$ cat src/rtl/encoder.sv
// Streaming systematic Reed-Solomon encoder: MSG_SYM message symbols pass through, then PAR_SYM parity symbols.
// Latency 1 cycle (2 with ENC_OUT_PIPE_EN); no backpressure, framing is set by a free-running position counter.
module encoder #(
  parameter int EGF_DIM = 8,
  parameter int ENC_SYM = 2,
  parameter int MSG_SYM = 8,
  parameter int PAR_SYM = 4,
  parameter int GF_POLY = 'h11D
) (
  input  logic                       clk,
  input  logic                       rst_n,
  input  logic [ENC_SYM*EGF_DIM-1:0] gen_data,
  output logic [ENC_SYM*EGF_DIM-1:0] enc_data
);

  localparam int W     = ENC_SYM * EGF_DIM;
  localparam int M     = MSG_SYM / ENC_SYM;
  localparam int P     = PAR_SYM / ENC_SYM;
  localparam int FRAME = M + P;
  localparam int POS_W = (FRAME > 1) ? $clog2(FRAME) : 1;

  localparam logic [EGF_DIM-1:0] POLY_LO = EGF_DIM'(GF_POLY);
  localparam logic [POS_W-1:0]   M_POS   = POS_W'(M);
  localparam logic [POS_W-1:0]   LAST    = POS_W'(FRAME - 1);

  typedef logic [PAR_SYM-1:0][EGF_DIM-1:0] par_t;

  function automatic logic [EGF_DIM-1:0] gf_mul(input logic [EGF_DIM-1:0] a,
                                                input logic [EGF_DIM-1:0] b);
    logic [EGF_DIM-1:0] acc;
    logic [EGF_DIM-1:0] sh;
    acc = '0;
    sh  = a;
    for (int i = 0; i < EGF_DIM; i++) begin
      if (b[i]) acc = acc ^ sh;
      sh = sh[EGF_DIM-1] ? ((sh << 1) ^ POLY_LO) : (sh << 1);
    end
    return acc;
  endfunction

  // Expands prod (x - alpha^i); the monic leading term is implicit.
  function automatic par_t gen_poly();
    logic [PAR_SYM:0][EGF_DIM-1:0] g;
    logic [EGF_DIM-1:0]            root;
    g    = '0;
    g[0] = EGF_DIM'(1);
    root = EGF_DIM'(1);
    for (int i = 0; i < PAR_SYM; i++) begin
      for (int k = PAR_SYM; k > 0; k--) g[k] = g[k-1] ^ gf_mul(g[k], root);
      g[0] = gf_mul(g[0], root);
      root = gf_mul(root, EGF_DIM'(2));
    end
    return g[PAR_SYM-1:0];
  endfunction

  localparam par_t G = gen_poly();

  logic [POS_W-1:0] pos_q;
  par_t             par_q;
  par_t             par_d;
  logic [W-1:0]     out_q;
  logic [W-1:0]     out_d;

  always_comb begin : lfsr_comb
    logic [EGF_DIM-1:0] fb;
    fb    = '0;
    out_d = gen_data;
    // A frame always starts from a clean LFSR, whatever the previous frame left.
    par_d = (pos_q == '0) ? '0 : par_q;
    if (pos_q < M_POS) begin
      for (int i = 0; i < ENC_SYM; i++) begin
        fb = gen_data[(ENC_SYM-1-i)*EGF_DIM +: EGF_DIM] ^ par_d[PAR_SYM-1];
        for (int k = PAR_SYM - 1; k > 0; k--) par_d[k] = par_d[k-1] ^ gf_mul(G[k], fb);
        par_d[0] = gf_mul(G[0], fb);
      end
    end else begin
      for (int i = 0; i < ENC_SYM; i++) out_d[(ENC_SYM-1-i)*EGF_DIM +: EGF_DIM] = par_q[PAR_SYM-1-i];
      par_d = par_q << W;
    end
  end

  always_ff @(posedge clk) begin
    if (!rst_n) begin
      pos_q <= '0;
      par_q <= '0;
      out_q <= '0;
    end else begin
      pos_q <= (pos_q == LAST) ? '0 : pos_q + 1'b1;
      par_q <= par_d;
      out_q <= out_d;
    end
  end

`ifdef ENC_OUT_PIPE_EN
  logic [W-1:0] pipe_q;

  always_ff @(posedge clk) begin
    if (!rst_n) pipe_q <= '0;
    else        pipe_q <= out_q;
  end

  assign enc_data = pipe_q;
`else
  assign enc_data = out_q;
`endif

endmodule

$ cat config.mk
export PLATFORM = sky130hd
export DESIGN_NAME = encoder
export DESIGN_NICKNAME = d
export VERILOG_FILES = /design/src/rtl/encoder.sv
export SDC_FILE = /design/constraint.sdc
export NUM_CORES = 1
export LEC_CHECK = 0
export CORE_ASPECT_RATIO = 0.8
export CORE_MARGIN = 3
export CORE_UTILIZATION = 40
export DETAILED_ROUTE_END_ITERATION = 10
export SYNTH_ARGS = -nofsm -noshare
export SYNTH_HDL_FRONTEND = slang
export SYNTH_SLANG_ARGS = --single-unit
$ cat constraint.sdc
create_clock -name clk -period 5.6 [get_ports clk]
set_clock_uncertainty 0.15 [all_clocks]
set_input_delay 0.56 -clock clk [delete_from_list [all_inputs] [get_ports clk]]
set_output_delay 0.56 -clock clk [all_outputs]
set_load 0.1 [all_outputs]
==> impl_metrics.toml, run 1 <==
[route]
firstDrtPassIters = 4
wire_per_inst_um = 16.3
drc = 0
vias = 2497
routed_via_density = 4.74
ant_nets = 0
initialDrtViolationCount = 175
wl_um = 8590

[global_route]
grt_pass1_vias = 2532
grt-ovfl-total = 0
antenna_found_initial = 0
grt_usage_pct = 17.2
grt_max_degree = 29
grt_pass1_wl_um = 14300

[sta]
hold_viol_final = 0
maxSlewViolCount = 0
maxSlewHeadroom_pct = 35.4
final-setup-viol-count = 0
worstMarginPinSlew_ns = 0.966
tns_ns = 0
rsz0062_at_grt = "no"
post-route-period-util_pct = 74.6
post-route-min-period_ns = 4.18
fmax_mhz = 239

[die]
boundaryPins = 34
die_width_um = 115
start_util_pct = 41.7
die_area_um2 = 10800
dieHeight_um = 93.6
coreArea_um2 = 9190
rows = 31

[synth]
yosysWarnings = 0
async_reset_ff_share_pct = 0
ys_ff_latch = 51
synth_flop_cell = "dfxtp_1"
muxShareOfSynthArea_pct = 6.01
synth_compound_area_share_pct = 2.29
ys_seq_area_share_pct = 26.6
syn_inst = 393
synth_top_family_by_area = "XOR/XNOR gates"
syn_avg_cell_area_um2 = 9.75
synth_fa_ha_area_share_pct = 0.979
syn_area_um2 = 3830
synth_cell_type_count = 34
yosys.area_share.xor_xnor_pct = 48.8
synth_fp_nets = 414
synth_edf_count = 0
yosys.area.top_type = "dfxtp_1"
synth_area_leaders = "dfxtp_1 27%, xnor2_1 24%, xor2_1 7.5%"
synth_top_area_share_pct = 26.6
yosys.area_share.simple_pct = 12.0

[worst_hold_path]
min_path_type = "register to register"

[clock_tree]
cts_root_buffer = "clkbuf_16"
cts_sinks = 51
insertion_delay_ns = 0.29
clk_pin_slew_worst_paths_ns = 0.07
cts_made_buffers = 5
postCtsSetupRepairBufs = 0
cts_hold_buf = 0
cts_resized = 0
cts_tree = "yes"
ctsLongestPathBuffers = 2
ctsHtreeMaxLevel = 2

[worst_setup_path]
crit_chain = "inv_1 > ha_1 > nor2b_4 > nor2_1 > xnor2_2 > xnor3_1 > xnor2_1 > xnor3_1 > xor2_1 > or3_1 > a31oi_1"
cpMostUsedCell = "xnor3_1"
critPathKind = "register to register"
cp-end-kind = "register"
startpoint_type = "register"
crit_slowest_cell = "nor2b_4"
cpPeakStageDelay_ns = 0.58
cp_max_fo = 18
critPathRequiredTime_ns = 5.66
cp.arrival_ns = 4.24

[final_layout]
final_cell_mix = "104 x xnor2_1, 59 x nor2_1, 50 x dfxtp_1"
areaGrowthSynthToFinish_pct = 14.7
final_common_cell = "xnor2_1"
nets = 432
final_util_pct = 47.8
design_area_um2 = 4400
drive_gt1_share_pct = 8.98
diodes = 0

[run]
maxCapViolations = 0

[place]
gp_congestion = 0.916
dpl-instance-area_um2 = 4200
portBuffers = 33
post-dp-hpwl_um = 6450

[outcome]
outcome = "finished, final reports clean"
[cells by family (layout without fill, tap and decap cells)]
kind of cell	count (synthesis)	in the layout
adder cells (fa/ha/maj)	3	3
flip-flops	51	51
buffers and inverters	27	46
XOR/XNOR	170	170
multiplexers	23	23
AND/OR/NAND/NOR	103	103
AO/OA/AOI/OAI	16	16
[final timing paths]
| kind | from | endpoint | slack, ns | depth (start not counted) |
|---|---|---|---|---|
| max reg2reg | pos_q[0]$_SDFF_PP0_ | par_q[29]$_SDFF_PN0_ | 1.42 | 11 |
| min reg2reg | par_q[0]$_SDFF_PN0_ | par_q[16]$_SDFF_PN0_ | 0.33 | 2 |
| max | pos_q[0]$_SDFF_PP0_ | par_q[29]$_SDFF_PN0_ | 1.42 | 11 |
| min | par_q[0]$_SDFF_PN0_ | par_q[16]$_SDFF_PN0_ | 0.33 | 2 |
[flip-flops by register name (all words and copies together), names as in the netlist]
signal    flops
pos_q         3
enc_data     16
par_q        32
[through the flow]
step | setup WS, ns | cells | hold slack (ns)
floorplan | 2.17 | 393 | 0.304
global placement | 1.41 | 519 | 0.316
detailed placement | 1.44 | 519 | 0.322
CTS | 1.38 | 527 | 0.333
global route | 1.15 | 527 | 0.366
finish | 1.42 | 527 | 0.330
[layout make-up]
cell class	instances	area, µm²
timing repair buffer	34	338
multi-input combinational	315	2690
inverter	4	15.0
tap	115	144
clock buffer	5	125
sequential	51	1020
fill	832	4800
clock inverter	3	67.6
[layer usage]
metal  vias to the layer above  share of wire (%)  global-route usage, %
met5                         -                  0                      0
li1                       1260                  -                      -
met3                         9                5.2                   2.78
met4                         0                1.2                   3.13
met2                        51                 44                   26.0
met1                      1177                 50                   26.0
[cells in the mapped netlist (4+ instances only)]
cell / count
mux2i_1: 23
xnor3_2: 5
buf_1: 6
xnor2_1: 104
a21oi_1: 7
xnor2_2: 11
nor2_1: 59
xor2_2: 4
buf_2: 4
nand2_1: 26
xor2_1: 33
o21ai_0: 6
xnor3_1: 10
dfxtp_1: 51
clkbuf_1: 9
[worst max-delay path: cells and delay by family (launching register included)]
| kind | cells | cell delay (ns) |
|---|---|---|
| flops | 1 | 0.33 |
| buf+inv | 1 | 0.08 |
| fa+ha+maj | 1 | 0.41 |
| compound gates | 1 | 0.17 |
| xor+xnor | 5 | 1.89 |
| simple gates | 3 | 1.08 |
Power of run 1 is not shown: default switching activity piles up to over one toggle a cycle in this logic, so the estimate is an artifact.
==> run 2: changes to the inputs <==
==> constraint.sdc (replaced) <==
create_clock -name clk -period 4.2 [get_ports clk]
set_clock_uncertainty 0.15 [all_clocks]
set_input_delay 0.42 -clock clk [delete_from_list [all_inputs] [get_ports clk]]
set_output_delay 0.42 -clock clk [all_outputs]
set_load 0.1 [all_outputs]
==> run 2 against run 1 <==
Fmax increased by 13%. Design area increased by 2.6%. Final cell count grew 3.0%. Hold slack better by 0.0036 ns. Register-to-register slack worse by 0.92 ns. Global-route usage increased by 0.62 points. Wire length rose by 5.2%. Flip-flop and latch count stayed put. Critical path depth is the same. Utilization rose by 1.3 points. Non-clock buffer count up 16. Worst setup slack lost 0.92 ns.
==> impl_metrics.toml, run 2 (synthesis gave the netlist of run 1 again) <==
[worst_setup_path]
r2r_start = "pos_q[0]$_SDFF_PP0_"
critPathKind = "register to register"
cp-end-kind = "register"
rr_endpoint = "par_q[29]$_SDFF_PN0_"
crit_chain = "inv_1 > ha_1 > nor2b_4 > nor2_1 > xnor2_2 > xnor3_1 > xnor2_1 > xnor3_1 > xor2_1 > or3_1 > a31oi_1"
cp_max_fo = 15
cpPeakStageDelay_ns = 0.54
cp.arrival_ns = 3.76
cpMostUsedCell = "xnor3_1"
critPathBufInv = 1
r2r_slack_ns = 0.51
ff2ff_path_depth = 11
crit_slowest_cell = "xnor3_1"
critPathRequiredTime_ns = 4.27
cp_top_family = "XOR/XNOR gates"
startpoint_type = "register"

[global_route]
antenna_found_initial = 0
grt_pass1_vias = 2569
grt_max_degree = 29
grt_usage_pct = 17.9
grt_pass1_wl_um = 14600
grt-ovfl-total = 0

[die]
coreArea_um2 = 9190
die_area_um2 = 10800
dieHeight_um = 93.6
start_util_pct = 41.7
rows = 31
die_width_um = 115
boundaryPins = 34

[sta]
worstMarginPinSlew_ns = 1.00
whs_ns = 0.333
maxSlewViolCount = 0
hold_viol_final = 0
post-route-min-period_ns = 3.69
fmax_mhz = 271
maxSlewHeadroom_pct = 33.0
setup_ws_ns = 0.506
rsz0062_at_grt = "no"
final-setup-viol-count = 0
post-route-period-util_pct = 88.0
tns_ns = 0

[final_layout]
diodes = 0
final_cell_mix = "104 x xnor2_1, 59 x nor2_1, 50 x dfxtp_1"
drive_gt1_share_pct = 12.1
nets = 448
final_common_cell = "xnor2_1"
design_area_um2 = 4510
fill_cells = 873
areaGrowthSynthToFinish_pct = 17.8
regMostFlops = "par_q"
largest_register_ffs = 32

[clock_tree]
cts_sinks = 51
ctsHtreeMaxLevel = 2
cts_tree = "yes"
clk_pin_slew_worst_paths_ns = 0.07
insertion_delay_ns = 0.29
cts_made_buffers = 5
cts_hold_buf = 0
cts_root_buffer = "clkbuf_16"
postCtsSetupRepairBufs = 0
cts_resized = 0
ctsLongestPathBuffers = 2

[run]
maxCapViolations = 0

[worst_hold_path]
whs_path_depth = 2
min_from = "par_q[1]$_SDFF_PN0_"
hold_end = "par_q[17]$_SDFF_PN0_"
min_path_type = "register to register"

[place]
post-dp-hpwl_um = 6890
gp_congestion = 0.894
pre_cts_ws_ns = 0.424
dpl-instance-area_um2 = 4320
portBuffers = 33

[route]
routed_via_density = 4.73
initialDrtViolationCount = 142
firstDrtPassIters = 4
wl_um = 9040
vias = 2570
ant_nets = 0
drc = 0
wire_per_inst_um = 16.6

[outcome]
outcome = "finished, final reports clean"
[run 2: area by class of cell]
type / instances / area [µm²] / share of cell area [%]
clock buffers: 6 / 129 / 2.86
clock inverters: 2 / 60.1 / 1.33
multi-input cells: 315 / 2690 / 59.5
flip-flops and latches: 51 / 1020 / 22.7
inverters: 4 / 15.0 / 0.333
repair buffers: 50 / 458 / 10.1
well taps: 115 / 144 / 3.19
[run 2: metrics by stage]
step                util (%)  std cells
global route            49.1        543
finish                  49.1        543
detailed placement      47.0        535
global placement        47.0        535
floorplan                  -        393
CTS                     49.1        543
[run 2: worst max-delay path by stage]
stage | cells after the start | to | start | slack, ns
4_1_cts | 11 | par_q[29]$_SDFF_PN0_ | pos_q[0]$_SDFF_PP0_ | 0.49
6_report | 11 | par_q[29]$_SDFF_PN0_ | pos_q[0]$_SDFF_PP0_ | 0.51
2_1_floorplan | 12 | par_q[28]$_SDFF_PN0_ | pos_q[0]$_SDFF_PP0_ | 0.77
5_1_grt | 11 | par_q[29]$_SDFF_PN0_ | pos_q[0]$_SDFF_PP0_ | 0.26
3_3_place_gp | 9 | par_q[18]$_SDFF_PN0_ | gen_data[13] | 0.47
3_5_place_dp | 10 | par_q[29]$_SDFF_PN0_ | gen_data[13] | 0.42
[run 2: metal layers]
metal,vias to the layer above,routed length [µm],global-route usage [%]
li1,1289,-,-
met1,1214,4510,27.1
met2,59,3970,27.2
met3,8,496,2.85
met4,0,59,2.44
met5,-,0,0
[run 2: worst register-to-register path: stages, from the launching register on]
cell     delay (ns)
dfxtp_1        0.33
inv_1          0.07
ha_1           0.16
nor2b_4        0.45
nor2_1         0.15
xnor2_2        0.34
xnor3_1        0.55
xnor2_1        0.26
xnor3_1        0.48
xor2_1         0.17
or3_1          0.33
a31oi_1        0.16
Power of run 2 is left out for the same reason.
==> run 3: changes to the inputs <==
==> constraint.sdc (replaced) <==
create_clock -name clk -period 3.2 [get_ports clk]
set_clock_uncertainty 0.15 [all_clocks]
set_input_delay 0.32 -clock clk [delete_from_list [all_inputs] [get_ports clk]]
set_output_delay 0.32 -clock clk [all_outputs]
set_load 0.1 [all_outputs]
==> run 3 against run 2 <==
Global-route usage rose by 1.4 points. Design area up 17%. Worst setup slack worse by 0.42 ns. Die area did not move. Register-to-register slack got worse by 0.42 ns. Sequential share of layout area decreased by 3.3 points. Flip-flop and latch count stayed put. Final cell count up 14%. Clock-buffer cell count fell by 1. Critical path type unchanged.
==> impl_metrics.toml, run 3 (synthesis gave the netlist of run 1 again) <==
[outcome]
outcome = "finished, final reports clean"

[worst_hold_path]
min_from = "par_q[1]$_SDFF_PN0_"
whs_path_depth = 2
min_path_type = "register to register"
hold_end = "par_q[17]$_SDFF_PN0_"

[clock_tree]
insertion_delay_ns = 0.30
cts_tree = "yes"
ctsHtreeMaxLevel = 2
cts_root_buffer = "clkbuf_16"
cts_sinks = 51
clk_pin_slew_worst_paths_ns = 0.07
cts_made_buffers = 5
ctsLongestPathBuffers = 2

[die]
dieHeight_um = 93.6
die_area_um2 = 10800
rows = 31
die_width_um = 115
start_util_pct = 41.7
coreArea_um2 = 9190
boundaryPins = 34

[route]
wl_um = 10200
drc = 0
routed_via_density = 4.62
wire_per_inst_um = 16.5
ant_nets = 0
met2_length_um = 4580
vias = 2849
firstDrtPassIters = 4
route.met3.wl_um = 570
drt-met1-wl_um = 4930
routed.top_layer = "met4"
initialDrtViolationCount = 209

[final_layout]
largest_register_ffs = 32
final_common_cell = "xnor2_1"
final_cell_mix = "91 x xnor2_1, 86 x buf_4, 55 x nor2_1"
design_area_um2 = 5300
areaGrowthSynthToFinish_pct = 38.3
regMostFlops = "par_q"
diodes = 0
nets = 522
drive_gt1_share_pct = 31.5
final_util_pct = 57.7

[global_route]
grt-ovfl-total = 0
grt_max_degree = 29
grt_pass1_vias = 2828
grt_pass1_wl_um = 15800
grt_usage_pct = 19.3
antenna_found_initial = 0

[worst_setup_path]
r2r_slack_ns = 0.08
ff2ff_path_depth = 15
cp_max_fo = 4
rr_endpoint = "par_q[26]$_SDFF_PN0_"
critPathKind = "register to register"
cp.arrival_ns = 3.14
critPathRequiredTime_ns = 3.22
startpoint_type = "register"
cp-end-kind = "register"
r2r_start = "pos_q[0]$_SDFF_PP0_"

[place]
post-dp-hpwl_um = 7510
gp_congestion = 0.870
dpl-instance-area_um2 = 4680
portBuffers = 33

[sta]
post-route-min-period_ns = 3.12
hold_viol_final = 0
maxSlewViolCount = 0
rsz0062_at_grt = "yes"
maxSlewHeadroom_pct = 34.7
worstMarginPinSlew_ns = 0.976
final-setup-viol-count = 0
post-route-period-util_pct = 97.5
fmax_mhz = 321

[run]
maxCapViolations = 0
run 3: cell types whose count changed in the layout (fill, tap and decap cells not counted), moves of 4 or more:
cell and delta:
buf_4 +69, xnor2_1 -13, xnor2_2 +8, xor2_1 -6
buf_6 +5, xnor2_4 +5, nor2_1 -4, nor2_2 +4
xor2_2 +4
run 3: critical path: stages (launching register included):
cell and delay, ns:
dfxtp_2 0.34, inv_2 0.05, ha_4 0.15, nor2b_4 0.14
buf_6 0.12, buf_4 0.13, nor2_2 0.11, xnor2_1 0.12
buf_4 0.14, xnor3_2 0.47, buf_4 0.18, xnor3_2 0.29
xor2_4 0.19, xnor2_1 0.14, mux2i_1 0.20, nor2_1 0.06
run 3: repair_timing:
action,4_1_cts,5_1_grt
endpoints found under the setup margin,11,21
gates resized for setup,5,38
gates cloned,0,0
pin swaps,11,21
hold endpoints to repair,0,0
hold buffers,0,0
buffers inserted,12,17
run 3: final cells by class:
type	count	area [µm²]
fill	779	3890
multi-input combinational	315	2940
timing repair buffer	124	1030
sequential	51	1020
tap	115	144
clock buffer	5	125
clock inverter	3	23.8
inverter	4	15.0
run 3: layer usage:
layer,global-route usage [%],vias to the layer above
met1,28.8,1345
met2,29.4,62
met4,4.59,0
li1,-,1436
met5,0,-
met3,2.59,6
run 3: worst max-delay path by stage:
stage | cells after the start | endpoint | slack, ns | start
2_1_floorplan | 12 | par_q[29]$_SDFF_PN0_ | 0.002 | pos_q[0]$_SDFF_PP0_
3_3_place_gp | 10 | par_q[19]$_SDFF_PN0_ | -0.15 | gen_data[13]
3_5_place_dp | 9 | par_q[29]$_SDFF_PN0_ | -0.20 | gen_data[14]
4_1_cts | 12 | par_q[29]$_SDFF_PN0_ | 0.001 | pos_q[1]$_SDFF_PP0_
5_1_grt | 15 | par_q[18]$_SDFF_PN0_ | -0.05 | pos_q[0]$_SDFF_PP0_
6_report | 15 | par_q[26]$_SDFF_PN0_ | 0.08 | pos_q[0]$_SDFF_PP0_
run 3: per-stage QoR:
| stage | hold WS (ns) | worst slack (ns) | cells | setup TNS, ns |
|---|---|---|---|---|
| after floorplan | 0.304 | 0.00188 | 393 | 0 |
| after global placement | 0.319 | -0.151 | 580 | -0.954 |
| after detailed placement | 0.322 | -0.204 | 580 | -1.44 |
| after CTS | 0.332 | 0.00138 | 600 | 0 |
| after global routing | 0.361 | -0.0462 | 617 | -0.159 |
| final | 0.332 | 0.0806 | 617 | 0 |
Power of run 3 is left out for the same reason.
